[config.mk]
export PLATFORM = sky130hd
export DESIGN_NAME = axi_lite_reg_bridge
export DESIGN_NICKNAME = d
export VERILOG_FILES = /design/src/rtl/axi_lite_reg_bridge.sv
export SDC_FILE = /design/constraint.sdc
export NUM_CORES = 1
export LEC_CHECK = 0
export BUFFER_PORTS_ARGS = -buffer_cell sky130_fd_sc_hd__clkbuf_2
export CAP_MARGIN = 15
export CORE_MARGIN = 3
export CORE_UTILIZATION = 40
export CTS_CLUSTER_SIZE = 24
export DETAILED_ROUTE_END_ITERATION = 7
export HOLD_SLACK_MARGIN = 0.05
export PLACE_DENSITY_LB_ADDON = 0.2
export RECOVER_POWER = 50
export SLEW_MARGIN = 20
export SYNTH_ARGS = -nofsm -noshare
export SYNTH_HDL_FRONTEND = slang
export SYNTH_SLANG_ARGS = --single-unit
[constraint.sdc]
create_clock -name clk -period 2 [get_ports clk]
set_clock_uncertainty 0.15 [all_clocks]
set_input_delay 0.2 -clock clk [delete_from_list [all_inputs] [get_ports clk]]
set_output_delay 0.2 -clock clk [all_outputs]
set_load 0.01 [all_outputs]
[src/rtl/axi_lite_reg_bridge.sv]
// AXI4-Lite slave that serialises accesses onto a strobe/ack local register bus.
// Optional ack-wait timeout is compiled in with `define REG_TIMEOUT_EN.
module axi_lite_reg_bridge #(
  parameter int C_S_AXI_DATA_WIDTH = 32,
  parameter int C_S_AXI_ADDR_WIDTH = 11,
  parameter int TIMEOUT_CYCLES     = 255
) (
  input  logic                            clk,
  input  logic                            reset,
  input  logic [C_S_AXI_ADDR_WIDTH-1:0]   S_AXI_AWADDR,
  input  logic                            S_AXI_AWVALID,
  output logic                            S_AXI_AWREADY,
  input  logic [C_S_AXI_DATA_WIDTH-1:0]   S_AXI_WDATA,
  input  logic [C_S_AXI_DATA_WIDTH/8-1:0] S_AXI_WSTRB,
  input  logic                            S_AXI_WVALID,
  output logic                            S_AXI_WREADY,
  output logic [1:0]                      S_AXI_BRESP,
  output logic                            S_AXI_BVALID,
  input  logic                            S_AXI_BREADY,
  input  logic [C_S_AXI_ADDR_WIDTH-1:0]   S_AXI_ARADDR,
  input  logic                            S_AXI_ARVALID,
  output logic                            S_AXI_ARREADY,
  output logic [C_S_AXI_DATA_WIDTH-1:0]   S_AXI_RDATA,
  output logic [1:0]                      S_AXI_RRESP,
  output logic                            S_AXI_RVALID,
  input  logic                            S_AXI_RREADY,
  output logic [C_S_AXI_ADDR_WIDTH-1:0]   reg_addr,
  output logic [C_S_AXI_DATA_WIDTH-1:0]   reg_wdata,
  output logic [C_S_AXI_DATA_WIDTH/8-1:0] reg_wstrb,
  output logic                            reg_wr,
  output logic                            reg_rd,
  input  logic [C_S_AXI_DATA_WIDTH-1:0]   reg_rdata,
  input  logic                            reg_ack,
  input  logic                            reg_err
);
  localparam int DW = C_S_AXI_DATA_WIDTH;
  localparam int AW = C_S_AXI_ADDR_WIDTH;
  localparam int SW = C_S_AXI_DATA_WIDTH / 8;

  typedef enum logic [1:0] {IDLE, ISSUE, WAIT, RESP} state_t;

  state_t          state_reg, state_next;
  logic            grant_wr_reg, grant_wr_next;
  logic            ready_en_reg;
  logic            aw_full_reg, w_full_reg, ar_full_reg;
  logic [AW-1:0]   aw_addr_reg, ar_addr_reg;
  logic [DW-1:0]   w_data_reg;
  logic [SW-1:0]   w_strb_reg;
  logic [1:0]      bresp_reg, rresp_reg;
  logic [DW-1:0]   rdata_reg;
  logic            wr_elig, rd_elig, ack_ok, timeout, b_hs, r_hs;

  assign wr_elig = aw_full_reg & w_full_reg;
  assign rd_elig = ar_full_reg;
  assign ack_ok  = reg_ack && (state_reg == ISSUE || state_reg == WAIT);
  assign b_hs    = S_AXI_BVALID & S_AXI_BREADY;
  assign r_hs    = S_AXI_RVALID & S_AXI_RREADY;

`ifdef REG_TIMEOUT_EN
  localparam int CW = $clog2(TIMEOUT_CYCLES + 1);
  logic [CW-1:0] wait_cnt_reg;

  always_ff @(posedge clk) begin
    if (reset || state_reg != WAIT) wait_cnt_reg <= '0;
    else                            wait_cnt_reg <= wait_cnt_reg + 1'b1;
  end

  // Fires on the TIMEOUT_CYCLES-th WAIT cycle that still has no ack.
  assign timeout = (state_reg == WAIT) && !reg_ack &&
                   (wait_cnt_reg == CW'(TIMEOUT_CYCLES - 1));
`else
  assign timeout = 1'b0;
`endif

  always_ff @(posedge clk) begin
    if (reset) begin
      state_reg    <= IDLE;
      grant_wr_reg <= 1'b1;  // so the first contested grant goes to read
    end else begin
      state_reg    <= state_next;
      grant_wr_reg <= grant_wr_next;
    end
  end

  always_comb begin
    state_next    = state_reg;
    grant_wr_next = grant_wr_reg;
    case (state_reg)
      IDLE: begin
        if (wr_elig && (!rd_elig || !grant_wr_reg)) begin
          state_next    = ISSUE;
          grant_wr_next = 1'b1;
        end else if (rd_elig) begin
          state_next    = ISSUE;
          grant_wr_next = 1'b0;
        end
      end
      ISSUE:   state_next = ack_ok ? RESP : WAIT;
      WAIT:    if (ack_ok || timeout) state_next = RESP;
      RESP:    if (b_hs || r_hs) state_next = IDLE;
      default: state_next = IDLE;
    endcase
  end

  always_comb begin
    reg_wr       = 1'b0;
    reg_rd       = 1'b0;
    S_AXI_BVALID = 1'b0;
    S_AXI_RVALID = 1'b0;
    case (state_reg)
      ISSUE: begin
        reg_wr = grant_wr_reg;
        reg_rd = !grant_wr_reg;
      end
      RESP: begin
        S_AXI_BVALID = grant_wr_reg;
        S_AXI_RVALID = !grant_wr_reg;
      end
      default: ;
    endcase
  end

  // Holding registers stay full until their response handshakes, which keeps
  // the local-bus fields stable for the whole access.
  always_ff @(posedge clk) begin
    if (reset) begin
      ready_en_reg <= 1'b0;
      aw_full_reg  <= 1'b0;
      w_full_reg   <= 1'b0;
      ar_full_reg  <= 1'b0;
      aw_addr_reg  <= '0;
      ar_addr_reg  <= '0;
      w_data_reg   <= '0;
      w_strb_reg   <= '0;
      bresp_reg    <= 2'b00;
      rresp_reg    <= 2'b00;
      rdata_reg    <= '0;
    end else begin
      ready_en_reg <= 1'b1;
      if (S_AXI_AWVALID && S_AXI_AWREADY) begin
        aw_full_reg <= 1'b1;
        aw_addr_reg <= S_AXI_AWADDR;
      end else if (b_hs) begin
        aw_full_reg <= 1'b0;
      end
      if (S_AXI_WVALID && S_AXI_WREADY) begin
        w_full_reg <= 1'b1;
        w_data_reg <= S_AXI_WDATA;
        w_strb_reg <= S_AXI_WSTRB;
      end else if (b_hs) begin
        w_full_reg <= 1'b0;
      end
      if (S_AXI_ARVALID && S_AXI_ARREADY) begin
        ar_full_reg <= 1'b1;
        ar_addr_reg <= S_AXI_ARADDR;
      end else if (r_hs) begin
        ar_full_reg <= 1'b0;
      end
      if (ack_ok || timeout) begin
        if (grant_wr_reg) begin
          bresp_reg <= (timeout || reg_err) ? 2'b10 : 2'b00;
        end else begin
          rresp_reg <= (timeout || reg_err) ? 2'b10 : 2'b00;
          rdata_reg <= timeout ? '1 : reg_rdata;
        end
      end
    end
  end

  assign S_AXI_AWREADY = ready_en_reg & !aw_full_reg;
  assign S_AXI_WREADY  = ready_en_reg & !w_full_reg;
  assign S_AXI_ARREADY = ready_en_reg & !ar_full_reg;
  assign S_AXI_BRESP   = bresp_reg;
  assign S_AXI_RRESP   = rresp_reg;
  assign S_AXI_RDATA   = rdata_reg;
  assign reg_addr      = grant_wr_reg ? aw_addr_reg : ar_addr_reg;
  assign reg_wdata     = w_data_reg;
  assign reg_wstrb     = w_strb_reg;
endmodule

==> summary by stage <==
Routing
The number of nets with antenna violations after routing is 0. The number of detailed-route iterations in the first pass is 7. The final route contains 3925 vias.

Wires add up to around 11000 µm. After detailed routing, the average wire length per cell comes to approximately 14 µm. For this run, design rule violations remaining after detail routing come to 0.

For this block, the initial DRC count from the detailed router was 114. Dividing the detail-routed via count by the number of cells gives between 4 and 5.

STA
Headroom to the max-slew limit came out at 35.49%. The count of pins over their slew limit was 0. The upper clock frequency limit is between 0.5 and 0.6 GHz.

Setup repair after global routing left no endpoint under its margin. The post-layout worst setup margin is between 0.1 and 0.15 ns. The minimum clock period after layout is ~1.9 ns. The sum of negative setup slack is 0 ns. The number of hold violations in the final report is 0.

The setup-violating endpoint count in the final report is 0. The portion of the clock cycle consumed by the worst path in the final layout is 94.17%. The slew at the pin closest to its max-slew limit is slightly below 1 ns.

Die
For this design the top-level I/O count stands at around 190. The die span in x is slightly above 100 µm. The region available for standard cell placement spans between 8000 and 9000 µm². The initial core utilization is 42.16%. The number of cell rows is 34.

The die is just over 100 µm tall. The floorplan step defined a die boundary enclosing around 11000 µm².

Clock network
The clock-pin slew on the worst setup and hold paths is around 0.09 ns. The clock tree root driver cell is sky130_fd_sc_hd__clkbuf_8. For the worst-skew pair, the clock arrives at the later sink with an insertion delay of approximately 0.35 ns.

The number of clock buffers inserted by TritonCTS is 9. The number of H-tree branching levels is 3. The maximum number of buffers from clock root to sink is 2.

The clock net in this run drives a total of 99 sinks. TritonCTS built the clock tree. The total setup buffers inserted after CTS is 0.

Setup path
STA puts the critical path data arrival time at around 1.5 ns. For the worst setup path, the data required time is about 1.7 ns. The category of the critical setup timing path is reg2out. The critical-path cell with the highest stage delay is sky130_fd_sc_hd__dfxtp_1. The most critical setup path has its startpoint at grant_wr_reg. The critical path goes through buf_4 -> mux2_2 -> clkbuf_2.

The critical path capture point type is an output port. The peak fanout along the critical path is 10. The launch instance of the worst register-to-register path is state_reg[1]. The startpoint type of the worst setup path is a flop. The number of buffers and inverters on the critical path is 2. The top cell family by delay on the critical path is flip-flops. For this run, the slowest stage of the critical path takes ~0.45 ns.

Layout
Leaving out filler cells and counting taps, the final layout contains slightly above 800. Leaving out fill and tap cells, the most frequent cells in the layout are sky130_fd_sc_hd__nand2_1 (144), sky130_fd_sc_hd__clkbuf_2 (115), sky130_fd_sc_hd__dfxtp_1 (98). Cells with a size suffix above 1 make up 21.40% of the layout. The count of nets after finishing is 815. The area overhead of the layout relative to synthesis is 54.81%. Once layout is complete, the utilization of the core stands at between 60% and 70%. The number of antenna repair diodes is 0. The most frequent standard cell in the layout excluding fill and tap cells is sky130_fd_sc_hd__nand2_1.

Synthesis
Averaged over all synthesized cells, the footprint is 8.520 µm². The number of library cell types mapped by synthesis is 24. The sequential-to-total area share from yosys stat is a little over half. Synthesis inferred 99 register bits. The cell area that synthesis handed to floorplanning was between 3000 and 4000 µm². The Yosys step of the flow raised 0 warnings.

Synthesis produced 440 cells.

Place
Buffers placed on the I/O ports in this run total about 190. The placed cell count is between 700 and 800. The sum of net half-perimeters after detailed placement is around 7100 µm.

The setup slack at placement is 0.1060 ns. The congestion estimate from routability-driven global placement came to 0.7513.

Power
The worst ir drop on vdd is just under 400 µV. The static leakage is 0.002527 µW. For this design the ratio of total power to cell area is 708.8 nW/µm².

Run
The max-cap check violation count is 0.

Global route
Global routing used between 20% and 30% of the available tracks across all layers. For this run the aggregate overflow at the end of global routing stands at 0. Entering global routing, the biggest net connects 94 pins. The initial antenna violation count is 0.

The via count of the first global-routing pass was about 3900. The global-route wire length before repair is about 18000 µm.

Run status
The flow ran to the end, and the final reports show no timing, DRC or antenna violations.

Min path
The tightest min-delay check is of the in2reg type. The start point of the worst min-delay path is S_AXI_BREADY.
==> kinds of logic after synthesis <==
group	after synthesis	share of synthesized area [%]
AND/OR/NAND/NOR	187	20.19
flip-flops	99	52.87
buffers and inverters	34	4.273
multiplexers	37	10.25
other	1	0.1000
adder cells (fa/ha/maj)	5	1.669
AO/OA/AOI/OAI	77	10.65
==> where the power goes <==
part / switching [µW] / leakage (µW) / internal, µW
logic: 413 / 0.00165 / 437
registers: 71.2 / 0.000806 / 2080
clock network: 671 / 0.0000733 / 445
==> cell type report <==
type | count | area [µm²]
Multi-Input combinational cell | 308 | 1610
Clock buffer | 9 | 123.9
Clock inverter | 6 | 43.79
Timing Repair Buffer | 290 | 1896
Tap cell | 108 | 135.1
Sequential cell | 99 | 1983
Inverter | 3 | 11.26
Fill cell | 795 | 3088
==> timing repair <==
| item | CTS | global route |
|---|---|---|
| hold endpoints to repair | 96 | 0 |
| endpoints found under the setup margin | 0 | 2 |
| hold buffers | 94 | 0 |
| resized for setup | 0 | 2 |
==> stage by stage <==
| step | power (µW) | hold WS, ns | instance area [µm²] |
|---|---|---|---|
| after detailed placement | 2903 | 0.2780 | 4795 |
| after global routing | 4343 | 0.1002 | 5803 |
| final | 4113 | 0.08406 | 5803 |
| after global placement | 2876 | 0.2726 | 4795 |
| after floorplan | 2606 | 0.1860 | 3752 |
| after CTS | 4172 | 0.06507 | 5903 |
==> cell usage after synthesis <==
| master | instances | share of area (%) |
|---|---|---|
| sky130_fd_sc_hd__ha_1 | 5 | 1.7 |
| sky130_fd_sc_hd__buf_4 | 4 | 0.80 |
| sky130_fd_sc_hd__a222oi_1 | 1 | 0.27 |
| sky130_fd_sc_hd__o21ai_0 | 1 | 0.13 |
| sky130_fd_sc_hd__and2_1 | 2 | 0.33 |
| sky130_fd_sc_hd__dfxtp_1 | 99 | 53 |
| sky130_fd_sc_hd__and3b_1 | 2 | 0.47 |
| sky130_fd_sc_hd__and3_1 | 2 | 0.33 |
| sky130_fd_sc_hd__buf_2 | 14 | 1.9 |
| sky130_fd_sc_hd__nor2b_1 | 7 | 1.2 |
| sky130_fd_sc_hd__inv_1 | 3 | 0.30 |
| sky130_fd_sc_hd__nand2_1 | 144 | 14 |
| sky130_fd_sc_hd__mux2_2 | 11 | 3.3 |
| sky130_fd_sc_hd__buf_1 | 3 | 0.30 |
| sky130_fd_sc_hd__a31oi_1 | 1 | 0.17 |
| sky130_fd_sc_hd__a21bo_2 | 1 | 0.27 |
| sky130_fd_sc_hd__clkbuf_1 | 10 | 1.0 |
| sky130_fd_sc_hd__o31ai_1 | 1 | 0.20 |
| sky130_fd_sc_hd__mux2i_1 | 26 | 6.9 |
| sky130_fd_sc_hd__conb_1 | 1 | 0.10 |
| sky130_fd_sc_hd__a21oi_1 | 72 | 9.6 |
| sky130_fd_sc_hd__nand3_1 | 2 | 0.27 |
| sky130_fd_sc_hd__nand3b_1 | 4 | 0.80 |
| sky130_fd_sc_hd__nor2_1 | 24 | 2.4 |
==> layer usage <==
| layer | track usage, % | wire (µm) | up-vias |
|---|---|---|---|
| li1 | - | - | 1966 |
| met1 | 23.78 | 4666 | 1775 |
| met2 | 37.88 | 5595 | 164 |
| met3 | 6.089 | 901 | 20 |
| met4 | 8.167 | 238 | 0 |
| met5 | 0 | 0 | - |
==> worst register-to-register path: stages (launching register included) <==
cell                       delay, ns
sky130_fd_sc_hd__dfxtp_1        0.40
sky130_fd_sc_hd__inv_1          0.11
sky130_fd_sc_hd__ha_1           0.36
sky130_fd_sc_hd__nand2_1        0.06
sky130_fd_sc_hd__a222oi_1       0.48
sky130_fd_sc_hd__mux2i_1        0.23
==> path summary, 6_finish.rpt <==
kind                                      end  slack (ns)  cells after the start
worst max-delay path              reg_addr[2]        0.12                      3
worst min-delay path              aw_full_reg        0.08                      4
worst max register to register   state_reg[0]        0.13                      5
worst min register to register  reg_wdata[30]        0.30                      2
Power figures use the tool's default switching activity.
